`src/rtl/mem_access_pkg.sv`:
```
// Shared encodings for the MEM-stage load/store path: funct3 codes, FSM states, access decode.
package mem_access_pkg;

    localparam logic [2:0] F3_B  = 3'b000;
    localparam logic [2:0] F3_H  = 3'b001;
    localparam logic [2:0] F3_W  = 3'b010;
    localparam logic [2:0] F3_BU = 3'b100;
    localparam logic [2:0] F3_HU = 3'b101;

    typedef enum logic [2:0] {
        ST_IDLE,
        ST_ISSUE,
        ST_DRAIN,
        ST_RESP,
        ST_FAULT
    } state_t;

    // Access size in bytes; 0 marks a funct3 with no load/store meaning.
    function automatic logic [2:0] access_size(input logic [2:0] funct3);
        logic [2:0] size;
        case (funct3)
            F3_B, F3_BU: size = 3'd1;
            F3_H, F3_HU: size = 3'd2;
            F3_W:        size = 3'd4;
            default:     size = 3'd0;
        endcase
        return size;
    endfunction

    function automatic logic funct3_legal(input logic we, input logic [2:0] funct3);
        logic ok;
        if (we)
            ok = (funct3 == F3_B) || (funct3 == F3_H) || (funct3 == F3_W);
        else
            ok = (access_size(funct3) != 3'd0);
        return ok;
    endfunction

    function automatic logic misaligned(input logic [2:0] size, input logic [1:0] addr_lo);
        return ((size == 3'd2) && addr_lo[0]) || ((size == 3'd4) && (addr_lo != 2'b00));
    endfunction

endpackage

```
`src/rtl/mem_access_if.sv`:
```
// MEM-stage request/response handshake plus the byte-wide memory port bundle.
interface mem_access_if #(
    parameter int XLEN   = 32,
    parameter int NPORTS = 2
);
    logic                   req_valid;
    logic                   req_ready;
    logic                   req_we;
    logic [2:0]             req_funct3;
    logic [XLEN-1:0]        req_addr;
    logic [XLEN-1:0]        req_wdata;
    logic                   resp_valid;
    logic [XLEN-1:0]        resp_rdata;
    logic                   resp_fault;
    logic                   stall;
    logic [NPORTS-1:0]      mem_en;
    logic [NPORTS-1:0]      mem_we;
    logic [NPORTS*XLEN-1:0] mem_addr;
    logic [NPORTS*8-1:0]    mem_wdata;
    logic [NPORTS*8-1:0]    mem_rdata;

    modport master (
        output req_valid, req_we, req_funct3, req_addr, req_wdata, mem_rdata,
        input  req_ready, resp_valid, resp_rdata, resp_fault, stall,
               mem_en, mem_we, mem_addr, mem_wdata
    );

    modport slave (
        input  req_valid, req_we, req_funct3, req_addr, req_wdata, mem_rdata,
        output req_ready, resp_valid, resp_rdata, resp_fault, stall,
               mem_en, mem_we, mem_addr, mem_wdata
    );
endinterface

```
`src/rtl/load_extend.sv`:
```
// Sign/zero extension of assembled load data by funct3.
// Purely combinational, no backpressure.
module load_extend
    import mem_access_pkg::*;
(
    input  logic [2:0]  funct3,
    input  logic [31:0] raw,
    output logic [31:0] result
);
    always_comb begin
        case (funct3)
            F3_B:    result = {{24{raw[7]}}, raw[7:0]};
            F3_H:    result = {{16{raw[15]}}, raw[15:0]};
            F3_BU:   result = {24'h000000, raw[7:0]};
            F3_HU:   result = {16'h0000, raw[15:0]};
            default: result = raw;
        endcase
    end
endmodule

```
`src/rtl/mem_access_unit.sv`:
```
// RV32I load/store unit splitting accesses into beats over NPORTS byte-wide sync memory ports.
// Latency: loads B+2, stores B+1, faults 1 cycle after accept; one request in flight, stall holds the pipe.
module mem_access_unit
    import mem_access_pkg::*;
#(
    parameter int XLEN             = 32,
    parameter int NPORTS           = 2,
    parameter int ALLOW_MISALIGNED = 1
)(
    input  logic       clk,
    input  logic       rst,
    mem_access_if.slave bus
);
    state_t              state_q, state_d;
    logic                we_q;
    logic [2:0]          funct3_q;
    logic [2:0]          size_q;
    logic [XLEN-1:0]     addr_q;
    logic [XLEN-1:0]     wdata_q;
    logic [1:0]          beat_q;
    logic [1:0]          last_beat;
    logic [31:0]         data_q, data_d;
    logic [31:0]         ext_data;
    logic [2:0]          req_size;
    logic                req_bad;
    logic [1:0]          cap_beat;
    logic                cap_en;
    logic [3:0]          lane_idx;
    logic [3:0]          cap_idx;
    logic [NPORTS-1:0]   mem_en_c, mem_we_c;
    logic [NPORTS*XLEN-1:0] mem_addr_c;
    logic [NPORTS*8-1:0] mem_wdata_c;

    assign req_size  = access_size(bus.req_funct3);
    assign req_bad   = !funct3_legal(bus.req_we, bus.req_funct3) ||
                       ((ALLOW_MISALIGNED == 0) && misaligned(req_size, bus.req_addr[1:0]));
    assign last_beat = 2'((int'(size_q) + NPORTS - 1) / NPORTS - 1);

    always_ff @(posedge clk or posedge rst) begin
        if (rst) state_q <= ST_IDLE;
        else     state_q <= state_d;
    end

    always_comb begin
        state_d         = state_q;
        bus.req_ready   = 1'b0;
        bus.resp_valid  = 1'b0;
        bus.resp_fault  = 1'b0;
        bus.stall       = 1'b0;
        case (state_q)
            ST_IDLE: begin
                bus.req_ready = !rst;
                bus.stall     = !rst && bus.req_valid;
                if (bus.req_valid)
                    state_d = req_bad ? ST_FAULT : ST_ISSUE;
            end
            ST_ISSUE: begin
                bus.stall = 1'b1;
                if (beat_q == last_beat)
                    state_d = we_q ? ST_RESP : ST_DRAIN;
            end
            ST_DRAIN: begin
                bus.stall = 1'b1;
                state_d   = ST_RESP;
            end
            ST_RESP: begin
                bus.resp_valid = 1'b1;
                state_d        = ST_IDLE;
            end
            ST_FAULT: begin
                bus.stall      = 1'b1;
                bus.resp_valid = 1'b1;
                bus.resp_fault = 1'b1;
                state_d        = ST_IDLE;
            end
            default: state_d = ST_IDLE;
        endcase
    end

    // Read data for a beat arrives one cycle after issue, so capture trails issue by one beat.
    assign cap_beat = (state_q == ST_DRAIN) ? beat_q : beat_q - 2'd1;
    assign cap_en   = !we_q && ((state_q == ST_DRAIN) || ((state_q == ST_ISSUE) && (beat_q != 2'd0)));

    always_comb begin
        mem_en_c    = '0;
        mem_we_c    = '0;
        mem_addr_c  = '0;
        mem_wdata_c = '0;
        data_d      = data_q;
        lane_idx    = '0;
        cap_idx     = '0;
        for (int p = 0; p < NPORTS; p++) begin
            lane_idx = 4'(int'(beat_q) * NPORTS + p);
            if ((state_q == ST_ISSUE) && (lane_idx < 4'(size_q))) begin
                mem_en_c[p]                 = 1'b1;
                mem_we_c[p]                 = we_q;
                mem_addr_c[p*XLEN +: XLEN]  = addr_q + XLEN'(lane_idx);
                mem_wdata_c[p*8 +: 8]       = 8'(wdata_q >> {lane_idx[1:0], 3'b000});
            end
            cap_idx = 4'(int'(cap_beat) * NPORTS + p);
            if (cap_en && (cap_idx < 4'(size_q)))
                data_d[{cap_idx[1:0], 3'b000} +: 8] = bus.mem_rdata[p*8 +: 8];
        end
    end

    always_ff @(posedge clk or posedge rst) begin
        if (rst) begin
            we_q     <= 1'b0;
            funct3_q <= 3'b000;
            size_q   <= 3'd0;
            addr_q   <= '0;
            wdata_q  <= '0;
            beat_q   <= 2'd0;
            data_q   <= 32'h0;
        end else begin
            data_q <= data_d;
            if ((state_q == ST_IDLE) && bus.req_valid) begin
                we_q     <= bus.req_we;
                funct3_q <= bus.req_funct3;
                size_q   <= req_size;
                addr_q   <= bus.req_addr;
                wdata_q  <= bus.req_wdata;
                beat_q   <= 2'd0;
            end else if ((state_q == ST_ISSUE) && (beat_q != last_beat)) begin
                beat_q <= beat_q + 2'd1;
            end
        end
    end

    load_extend u_load_extend (
        .funct3 (funct3_q),
        .raw    (data_q),
        .result (ext_data)
    );

    assign bus.resp_rdata = ((state_q == ST_RESP) && !we_q) ? XLEN'(ext_data) : '0;
    assign bus.mem_en     = mem_en_c;
    assign bus.mem_we     = mem_we_c;
    assign bus.mem_addr   = mem_addr_c;
    assign bus.mem_wdata  = mem_wdata_c;

endmodule
```
`src/flat_wrapper.sv`:
```
// flat-port wrapper written by rule: the top's interface ports become plain ports
module mem_access_unit_flat import mem_access_pkg::*;
#(
    parameter int XLEN             = 32,
    parameter int NPORTS           = 2,
    parameter int ALLOW_MISALIGNED = 1
)
  (clk, rst, bus_req_valid, bus_req_we, bus_req_funct3, bus_req_addr, bus_req_wdata, bus_mem_rdata, bus_req_ready, bus_resp_valid, bus_resp_rdata, bus_resp_fault, bus_stall, bus_mem_en, bus_mem_we, bus_mem_addr, bus_mem_wdata);
  mem_access_if #(.XLEN(XLEN), .NPORTS(NPORTS)) bus_i ();
  input  logic clk;
  input  logic rst;
  input wire logic [$bits(bus_i.req_valid)-1:0] bus_req_valid;
  input wire logic [$bits(bus_i.req_we)-1:0] bus_req_we;
  input wire logic [$bits(bus_i.req_funct3)-1:0] bus_req_funct3;
  input wire logic [$bits(bus_i.req_addr)-1:0] bus_req_addr;
  input wire logic [$bits(bus_i.req_wdata)-1:0] bus_req_wdata;
  input wire logic [$bits(bus_i.mem_rdata)-1:0] bus_mem_rdata;
  output wire logic [$bits(bus_i.req_ready)-1:0] bus_req_ready;
  output wire logic [$bits(bus_i.resp_valid)-1:0] bus_resp_valid;
  output wire logic [$bits(bus_i.resp_rdata)-1:0] bus_resp_rdata;
  output wire logic [$bits(bus_i.resp_fault)-1:0] bus_resp_fault;
  output wire logic [$bits(bus_i.stall)-1:0] bus_stall;
  output wire logic [$bits(bus_i.mem_en)-1:0] bus_mem_en;
  output wire logic [$bits(bus_i.mem_we)-1:0] bus_mem_we;
  output wire logic [$bits(bus_i.mem_addr)-1:0] bus_mem_addr;
  output wire logic [$bits(bus_i.mem_wdata)-1:0] bus_mem_wdata;
  assign bus_i.req_valid = bus_req_valid;
  assign bus_i.req_we = bus_req_we;
  assign bus_i.req_funct3 = bus_req_funct3;
  assign bus_i.req_addr = bus_req_addr;
  assign bus_i.req_wdata = bus_req_wdata;
  assign bus_i.mem_rdata = bus_mem_rdata;
  assign bus_req_ready = bus_i.req_ready;
  assign bus_resp_valid = bus_i.resp_valid;
  assign bus_resp_rdata = bus_i.resp_rdata;
  assign bus_resp_fault = bus_i.resp_fault;
  assign bus_stall = bus_i.stall;
  assign bus_mem_en = bus_i.mem_en;
  assign bus_mem_we = bus_i.mem_we;
  assign bus_mem_addr = bus_i.mem_addr;
  assign bus_mem_wdata = bus_i.mem_wdata;
  mem_access_unit #(.XLEN(XLEN), .NPORTS(NPORTS), .ALLOW_MISALIGNED(ALLOW_MISALIGNED)) u_core (.clk(clk), .rst(rst), .bus(bus_i));
endmodule
```
`config.mk`:
```
export PLATFORM = sky130hd
export DESIGN_NAME = mem_access_unit_flat
export DESIGN_NICKNAME = d
export VERILOG_FILES = /design/src/rtl/mem_access_pkg.sv /design/src/rtl/mem_access_if.sv /design/src/rtl/load_extend.sv /design/src/rtl/mem_access_unit.sv /design/src/flat_wrapper.sv
export SDC_FILE = /design/constraint.sdc
export NUM_CORES = 1
export LEC_CHECK = 0
export ABC_AREA = 0
export CORE_ASPECT_RATIO = 0.8
export CORE_MARGIN = 4
export CORE_UTILIZATION = 48
export DETAILED_ROUTE_END_ITERATION = 7
export PLACE_DENSITY = 0.85
export SLEW_MARGIN = 20
export SYNTH_ARGS = -nofsm -noshare
export SYNTH_HDL_FRONTEND = slang
export SYNTH_SLANG_ARGS = --single-unit
```
`constraint.sdc`:
```
create_clock -name clk -period 4.97 [get_ports clk]
set_input_delay 0.994 -clock clk [delete_from_list [all_inputs] [get_ports clk]]
set_output_delay 0.994 -clock clk [all_outputs]
set_load 0.02 [all_outputs]
```
# Word level (Yosys, flattened, before mapping)
# Cells that the tools add are included.
[classes] add_sub_neg=12 n_lt_le_gt_ge=4 n_eq_ne=15 n_shift=6 muxes=29 bitwise=1 n_reduce_logical=26
[op_table] op="32-bit 2-to-1 mux" count=5
[op_table] op="32-bit case mux with 4 select lines" count=1
[op_table] op="32-bit bitwise mux" count=2
[op_table] op="8-bit by 7-bit variable shift with 32-bit output, first input constant" count=2
[op_table] op="8-bit by 7-bit variable part select with 32-bit output" count=2
[op_table] op="32-bit by 5-bit right shift with 8-bit output" count=2
[op_table] op="32-bit by 3-bit adder with 32-bit output" count=1
[op_table] op="32-bit by 4-bit adder with 32-bit output" count=1
[op_table] op="3-bit case mux with 3 select lines" count=2
[op_table] op="8-bit 2-to-1 mux" count=2
[op_table] op="3-bit equality test, second input constant" count=5
[op_table] op="5-bit negation with 7-bit output" count=2
[op_table] op="3-bit 2-to-1 mux" count=4
[op_table] op="1-bit logical AND" count=10
[op_table] op="3-bit by 1-bit equality test with 1-bit output, second input constant" count=3
[op_table] op="3-bit by 2-bit equality test with 1-bit output, second input constant" count=3
[op_table] op="3-bit logical NOT" count=3
[op_table] op="1-bit 2-to-1 mux" count=9
[op_table] op="3-bit by 1-bit adder with 4-bit output, second input constant" count=2
[op_table] op="4-bit by 3-bit less-than comparator with 1-bit output" count=2
[op_table] op="3-bit less-than comparator" count=2
[op_table] op="2-bit 2-to-1 mux" count=3
[op_table] op="2-bit OR reduction" count=3
[op_table] op="4-bit by 1-bit subtractor with 5-bit output, second input constant" count=1
[op_table] op="other kinds (17)" count=21
[totals] regBits=108 wordCells=101

# Logic depth before layout (Yosys ltp)
# Gate-level depths: netlist of run 1.
[depth] word_depth=9 ltp_mapped=10 ltp_nobuf=8

# By module
# Synthesis of run 1 repeated with hierarchy kept, for this count alone.
[unflattened] hier_cells=853 hier_area_um2=6969.2
[by_module_without_submodules] module="mem_access_unit" instances=1 cells_per_inst=786 area_per_inst_um2=6613.8 seq_area_each_um2=2702.6
[by_module_without_submodules] module="load_extend" instances=1 cells_per_inst=67 area_per_inst_um2=355.3 seq_area_each_um2=0.0

# Worst setup path after synthesis of run 1
# No wires, ideal clock.
[synth_timing] kind="in2out" startpoint="in rst" endpoint="out bus_stall" t_arrival_ns=3.805 required_time_ns=3.976 setup_slack_ns=0.171 stages=3 path_buffers=0 cell_sequence="inv_1 nand2_1 a21oi_1"
[synth_between] elab_chain_len=3
[synth_rtl] element="start, declared" line_no="flat_wrapper.sv:11" rtl="input logic rst;"
[synth_rtl] element="1-bit logical NOT (no line)"
[synth_rtl] element="1-bit logical AND" line_no="mem_access_unit.sv:53" rtl="bus.stall = !rst && bus.req_valid;"
[synth_rtl] element="1-bit case mux with 2 select lines" line_no="mem_access_unit.sv:50" rtl="case (state_q)"
[synth_rtl] element="end, declared" line_no="flat_wrapper.sv:22" rtl="output wire logic [$bits(bus_i.stall)-1:0] bus_stall;"
# No other way between the ends.

# Worst setup path in the final report of run 1
[layout_timing] startpoint="reg u_core.beat_q[0]" endpoint="out bus_mem_addr[31]"
[layout_between] elab_chain_len=3 word_cells_on_any_way=4 cone_classes="1 x add/sub; 1 x order compare; 1 x mux; 1 x reduce/logical"
[layout_rtl] element="start, declared" line_no="mem_access_unit.sv:20" rtl="logic [1:0] beat_q;"
[layout_rtl] element="start signal, assigned" line_no="mem_access_unit.sv:125" rtl="beat_q <= beat_q + 2'd1;"
[layout_rtl] element="branches (longest 2 deep; another with 32-bit by 3-bit adder with 32-bit output)"
[layout_rtl] element="32-bit 2-to-1 mux (*)" line_no="mem_access_unit.sv:94" rtl="if ((state_q == ST_ISSUE) && (lane_idx < 4'(size_q))) begin"
[layout_rtl] element="end, declared" line_no="flat_wrapper.sv:25" rtl="output wire logic [$bits(bus_i.mem_addr)-1:0] bus_mem_addr;"
# Every way passes the cells marked *.

==> results of run 1 <==
## cell families after synthesis
family                     Yosys count
AOI/OAI and AO/OA                  125
xor gates and xnor gates            22
muxes                               57
buffers and inverters               86
and+or+nand+nor                    412
adders and majority gates           12
DFF                                108
## registers in the layout (all words and copies together), names as in the netlist
register	flops
u_core.we_q	1
u_core.funct3_q	3
u_core.size_q	3
u_core.beat_q	2
u_core.addr_q	32
u_core.data_q	32
u_core.state_q	3
u_core.wdata_q	32
## Yosys cell counts (all sizes together), types with 7 or more instances
cell type  number
dfrtp         108
nand4          11
clkbuf         38
o31ai          25
nor2           48
nand2         228
o21ai          26
nor3            9
nand3b          7
buf            21
and3            8
or3            17
mux2           33
nand3          13
inv            27
a21oi          64
and2           12
mux2i          24
xnor2          16
ha             10
or4            30
## per-layer routing
layer  vias up  GRT usage (%)  part of all wire, %
li1       3143              -                    -
met5         -              0                    0
met4         0          6.779                  2.1
met1      3007          32.09                   44
met2       246          38.19                   46
met3        29          6.664                  8.5
## worst paths after layout
kind	startpoint	to	slack, ns	cells after the start
min in group asynchronous	rst	u_core.addr_q[28]	1.08	2
worst min-delay path	u_core.wdata_q[15]	u_core.wdata_q[15]	0.48	2
max in group asynchronous	rst	u_core.wdata_q[30]	2.62	3
worst min register to register	u_core.wdata_q[15]	u_core.wdata_q[15]	0.48	2
worst max-delay path	u_core.beat_q[0]	bus_mem_addr[31]	0.46	7
worst max register to register	u_core.state_q[2]	u_core.data_q[5]	2.18	7
## power groups by stage
stage	registers (mW)	clock network, mW	logic (mW)
2_1_floorplan	1.53	0	1.99
4_1_cts	1.76	0.711	2.86
3_3_place_gp	1.76	0	2.78
5_1_grt	1.84	0.744	3.11
3_5_place_dp	1.78	0	2.84
6_report	1.78	0.692	2.84
## metrics by stage
| stage | instances | cell area [sq um] | hold slack, ns | util, % | setup slack (ns) |
|---|---|---|---|---|---|
| global placement | 1160 | 8827 | 0.4562 | 64.92 | 0.9860 |
| CTS | 1175 | 9115 | 0.4864 | 67.03 | 0.4954 |
| finish | 1175 | 9115 | 0.4839 | 67.03 | 0.4606 |
| floorplan | 822 | 6689 | 0.4450 | - | 0.1710 |
| global route | 1175 | 9115 | 0.4963 | 67.03 | 0.3077 |
| detailed placement | 1160 | 8831 | 0.4672 | 64.94 | 0.8828 |
## cells in the final DEF (no fill, tap or decap), types with 6 or more instances in the layout
cell             netlist  final
a21oi_1               64     64
and2_1                12     11
and3_1                 8      8
buf_4                  0     11
clkbuf_16              0      9
clkdlybuf4s50_1        0    206
dfrtp_1              108    108
ha_1                  10     10
inv_1                 27     26
mux2_2                33     33
mux2i_1               24     24
nand2_1              228    227
nand3_1               12     12
nand3b_1               7      7
nand4_1               10     10
nor2_1                48     48
nor2b_1                6      6
nor3_1                 7      7
nor4_1                 6      6
o21ai_0               24     24
o31ai_1               25     25
or3_1                 17     17
or4_1                 30     30
xnor2_1               16     16
## critical path, cell delays in order, from the launching register on
cell and delay [ns]:
dfrtp_1 0.47, ha_1 0.23, inv_1 0.06, fa_1 0.51, or2_2 0.47, nor4_1 0.38
mux2i_1 0.38, clkdlybuf4s50_1 0.67
## cell type report
type	count	share of cell area [%]
well taps	180	2.471
multi-input cells	628	40.10
inverters	27	1.139
clock inverters	5	0.4942
flip-flops and latches	108	29.65
clock buffers	10	2.622
repair buffers	217	23.53
==> results by group, run 1 <==
Clock tree
  • CTS Sinks: 108
  • Post-cts sizing count: 0
  • CTS buffer count: 9
  • Post-CTS Setup Inserts: 0
  • Worst-Skew Late Latency: 0.34 ns
  • Hold_buf cts: 0
  • Max Buffers Root-to-Sink: 2
  • TritonCTS clock tree: done
  • Clk root buf: clkbuf_16
  • H-tree depth: 3
  • Clock slew at reported path FFs: 0.07 ns

Drt
  • DR DRC count: 0
  • DRT iter0 DRCs: 366
  • Vias per std cell: 5.468
  • WL per Instance: 16.61 um
  • ANT nets after route: 0
  • Post-Route WL: 19,510 um
  • Vias: 6,425
  • Initial DRT Pass Iterations: 5

Timing
  • Fin. Hold Viols: 0
  • Headroom to the max-slew limit: 38.69%
  • Final setup viols: 0
  • Min Clock Period, post-route: 4.509 ns
  • Fmax: 0.2218 GHz
  • Tightest Pin Transition: 0.9174 ns
  • Slew Limit Fails: 0
  • Setup total negative slack: 0 ns
  • Clock Skew: 0.008705 ns
  • RSZ-0062 raised after global routing: false
  • Crit share post-route: 90.73%

Synth
  • Count of different cell masters after synthesis: 44
  • Largest family of logic cells by synthesized area: simple AND/OR/NAND/NOR gates
  • #FFs+latches synth: 108
  • Top FF cell, synth: dfrtp_1
  • Synth Area in Adders: 2.469%
  • Synth Area in Compound Gates: 10.72%
  • XOR/XNOR Fraction of Synth Area: 3.086%
  • Synth area leader: dfrtp_1
  • Yosys top cell area share: 40.40%
  • Synth warnings: 0
  • Mux contribution to synthesized area: 9.147%
  • Number of synthesized flops with an enable pin: 0
  • Sequential share of the synthesized area: 40.40%
  • Post-Syn Area: 0.006689 sq mm
  • Fraction of registers with async set/reset: 100.0%
  • Synth top area cells: dfrtp_1 40%, nand2_1 13%, mux2_2 5.6%
  • Avg Cell Area, Syn: 8.137 sq um
  • Synth Area in Simple Gates: 29.11%
  • Synth Net Count: 921
  • Cell count after synthesis: 822

Layout
  • Nets: 1,090
  • Layout area overhead: 36.27%
  • Register area: 0.002703 sq mm
  • Filler cells: 1,155
  • N_diodes: 0
  • Multi-input logic area: 0.003655 sq mm
  • Layout cell share with drive strength beyond 1: 7.437%

Power
  • Switching share of power: 44.75%
  • Worst ir drop on vdd: 0.0002979 V
  • Leak: 3.852 nW
  • Logic pwr share: 53.5%
  • Power Dens Cells: 582.4 mW/mm^2
  • Clock power share: 13.0%
  • Internal power: 2.933 mW
  • Tot Pwr: 5.309 mW
  • Net Sw Power: 2.376 mW
  • Seq pwr share: 33.5%

Floorplan
  • Die Wd: 140.0 um
  • I/O pin count: 207
  • Die H: 113.6 um
  • Core area: 0.01360 sq mm
  • Starting Density: 49.19%
  • Number of placement rows: 38
  • Die ar.: 0.01590 sq mm

GRT
  • Vias in the first global route: 6,186
  • Initial antenna violation count: 0
  • Total track usage: 23.86%
  • Gr ovfl total: 0
  • Largest net degree at the start of global routing: 70
  • First-pass GRT wire length: 31,120 um

Place
  • IO buf count: 206
  • Global placer's final weighted congestion: 0.9114
  • Hpwl dp: 14,290 um

Setup path
  • Critical Path AT: 3.52 ns
  • Setup crit start kind: flop
  • CP Capture Type: output pin
  • WS Path Type: reg -> out
  • Required time of the critical path: 3.98 ns
  • Crit Path Max Fanout: 14

Min path
  • Worst hold path class: reg -> reg

Job
  • # Max-Cap Violations: 0

Run status
  • Status: finished clean
Note: power is estimated with default switching activity, not from simulation.
==> run 2: changes to the inputs <==
--- a/config.mk
+++ b/config.mk
@@ -8,9 +8,9 @@
 export ABC_AREA = 0
 export CORE_ASPECT_RATIO = 0.8
 export CORE_MARGIN = 4
-export CORE_UTILIZATION = 48
+export CORE_UTILIZATION = 43
 export DETAILED_ROUTE_END_ITERATION = 7
-export PLACE_DENSITY = 0.85
+export PLACE_DENSITY = 0.81
 export SLEW_MARGIN = 20
 export SYNTH_ARGS = -nofsm -noshare
 export SYNTH_HDL_FRONTEND = slang
==> constraint.sdc (replaced) <==
create_clock -name clk -period 4.01 [get_ports clk]
set_input_delay 0.802 -clock clk [delete_from_list [all_inputs] [get_ports clk]]
set_output_delay 0.802 -clock clk [all_outputs]
set_load 0.02 [all_outputs]
==> run 2 against run 1 <==
Effect of this change:
- power is 25% higher
- non-clock buffer count is 8 higher
- sequential power is 21% higher
- sequential share of layout area is 0.41 points lower
- critical path depth is 1 higher
- largest power group unchanged
- via count is 0.14% higher
- core utilization is 5.9 points lower
==> results by group, run 2 (synthesis gave the netlist of run 1 again) <==
Run status
  • Status: finished clean

Power
  • Leak: 3.947 nW
  • Power Dens Cells: 717.1 mW/mm^2
  • Worst ir drop on vdd: 0.0003167 V
  • Tot Pwr: 6.628 mW

Drt
  • DR DRC count: 0
  • DRT iter0 DRCs: 384
  • Vias per std cell: 5.300
  • Vias: 6,434
  • Post-Route WL: 20,150 um
  • WL per Instance: 16.60 um
  • ANT nets after route: 0
  • Initial DRT Pass Iterations: 5

Setup path
  • CP Capture Type: output pin
  • Crit Path Max Fanout: 24
  • Critical Path AT: 3.11 ns
  • Worst-path cell chain: buf_8, fa_1, a21o_1, nand4_1, buf_4, or4_1, a21oi_1, clkdlybuf4s50_1
  • Highest cell delay on the worst timing path: 0.65 ns
  • WS Path Type: reg -> out
  • Required time of the critical path: 3.21 ns
  • CP max-delay cell: clkdlybuf4s50_1
  • Setup crit start kind: flop

Timing
  • Hold WS: 0.4745 ns
  • Fmax: 0.2557 GHz
  • Tightest Pin Transition: 0.9228 ns
  • Slew Limit Fails: 0
  • Fin. Hold Viols: 0
  • Clock Skew: 0.005751 ns
  • Crit share post-route: 97.51%
  • Final setup viols: 0
  • Headroom to the max-slew limit: 38.26%
  • Min Clock Period, post-route: 3.910 ns

Clock tree
  • Max Buffers Root-to-Sink: 2
  • CTS buffer count: 9
  • CTS Sinks: 108
  • TritonCTS clock tree: done
  • H-tree depth: 3
  • Worst-Skew Late Latency: 0.34 ns
  • Clk root buf: clkbuf_16
  • Clock slew at reported path FFs: 0.07 ns

Floorplan
  • Die Wd: 147.4 um
  • Starting Density: 44.25%
  • Die H: 119.6 um
  • Die ar.: 0.01763 sq mm
  • Core area: 0.01511 sq mm
  • Number of placement rows: 40
  • I/O pin count: 207

Layout
  • Largest regs: u_core.addr_q (32), u_core.data_q (32), u_core.wdata_q (32)
  • Commonest cells after routing, fill and taps aside: 226 x nand2_1, 201 x clkdlybuf4s50_1, 108 x dfrtp_1
  • Most common cell after layout, fill and taps aside: nand2_1
  • Layout area overhead: 38.18%
  • N_diodes: 0
  • Nets: 1,098
  • Layout cell share with drive strength beyond 1: 8.566%

Place
  • Global placer's final weighted congestion: 0.8801
  • IO buf count: 206
  • Hpwl dp: 15,070 um

GRT
  • Most Crowded Layer GR: met2
  • Total track usage: 22.32%
  • First-pass GRT wire length: 32,150 um
  • Largest net degree at the start of global routing: 63
  • Vias in the first global route: 6,188
  • M3 GR Usage: 5.625%
  • Gr ovfl total: 0
  • M2 GR Usage: 33.89%
  • Initial antenna violation count: 1
  • Met1 Track Usage GR: 31.77%

Job
  • # Max-Cap Violations: 0

Min path
  • Worst hold path class: reg -> reg
run 2: cell types whose count changed in the layout (fill, tap and decap cells not counted), sizes merged:
cell	before	now
inv	29	27
clkinv	2	1
clkdlybuf4s50	206	201
dlymetal6s2s	0	3
clkbuf	10	13
dlygate4sd2	0	2
buf	11	19
clkinvlp	1	2
run 2: power breakdown:
| group | switching (mW) | internal, mW |
|---|---|---|
| combinational | 2.02 | 1.61 |
| clock | 0.393 | 0.441 |
| sequential | 0.553 | 1.61 |
| total | 2.96 | 3.66 |
run 2: critical path, delay by kind of cell (launching register included):
kind	cells	cell delay, ns
adders and majority gates	1	0.27
DFF	1	0.39
buffers and inverters	3	1.11
AOI/OAI and AO/OA	2	0.41
and+or+nand+nor	2	0.58
run 2: routing by layer:
layer | up-vias | share of wire [%]
met5 | - | 0.065
met4 | 2 | 2.3
met3 | 40 | 7.8
met2 | 250 | 45
met1 | 2983 | 45
li1 | 3159 | -
run 2: final cells by class:
class,count,area (sq um)
clock buffers,13,250.2
clock inverters,3,21.27
fillers,1334,5872
inverters,27,105.1
multi-input cells,628,3684
flip-flops and latches,108,2703
well taps,210,262.8
repair buffers,225,2217
run 2: timing repair:
| item | CTS | global route |
|---|---|---|
| gates cloned | 0 | 0 |
| gates resized for setup | 6 | 10 |
| hold buffers | 0 | 0 |
| endpoints found under the setup margin | 18 | 41 |
| buffers inserted | 0 | 0 |
run 2: through the flow:
step / utilization, % / cell area [sq um] / TNS, ns / setup slack (ns) / cells
2_1_floorplan: - / 6693 / 0 / 0.1808 / 822
3_3_place_gp: 59.06 / 8926 / 0 / 0.3279 / 1198
3_5_place_dp: 59.08 / 8930 / 0 / 0.2389 / 1198
4_1_cts: 60.95 / 9213 / -0.003977 / -0.003977 / 1214
5_1_grt: 61.15 / 9243 / -0.002955 / -0.002955 / 1214
6_report: 61.15 / 9243 / 0 / 0.09986 / 1214
run 2: worst paths after layout:
check	depth (start not counted)	slack (ns)	end	from
min in group asynchronous	3	1.02	u_core.funct3_q[0]	rst
hold / removal	2	0.47	u_core.wdata_q[0]	u_core.wdata_q[0]
setup / recovery	8	0.1	bus_mem_addr[58]	u_core.beat_q[0]
hold reg to reg	2	0.47	u_core.wdata_q[0]	u_core.wdata_q[0]
max in group asynchronous	4	1.75	u_core.wdata_q[11]	rst
setup reg to reg	7	1.15	u_core.data_q[31]	u_core.state_q[2]
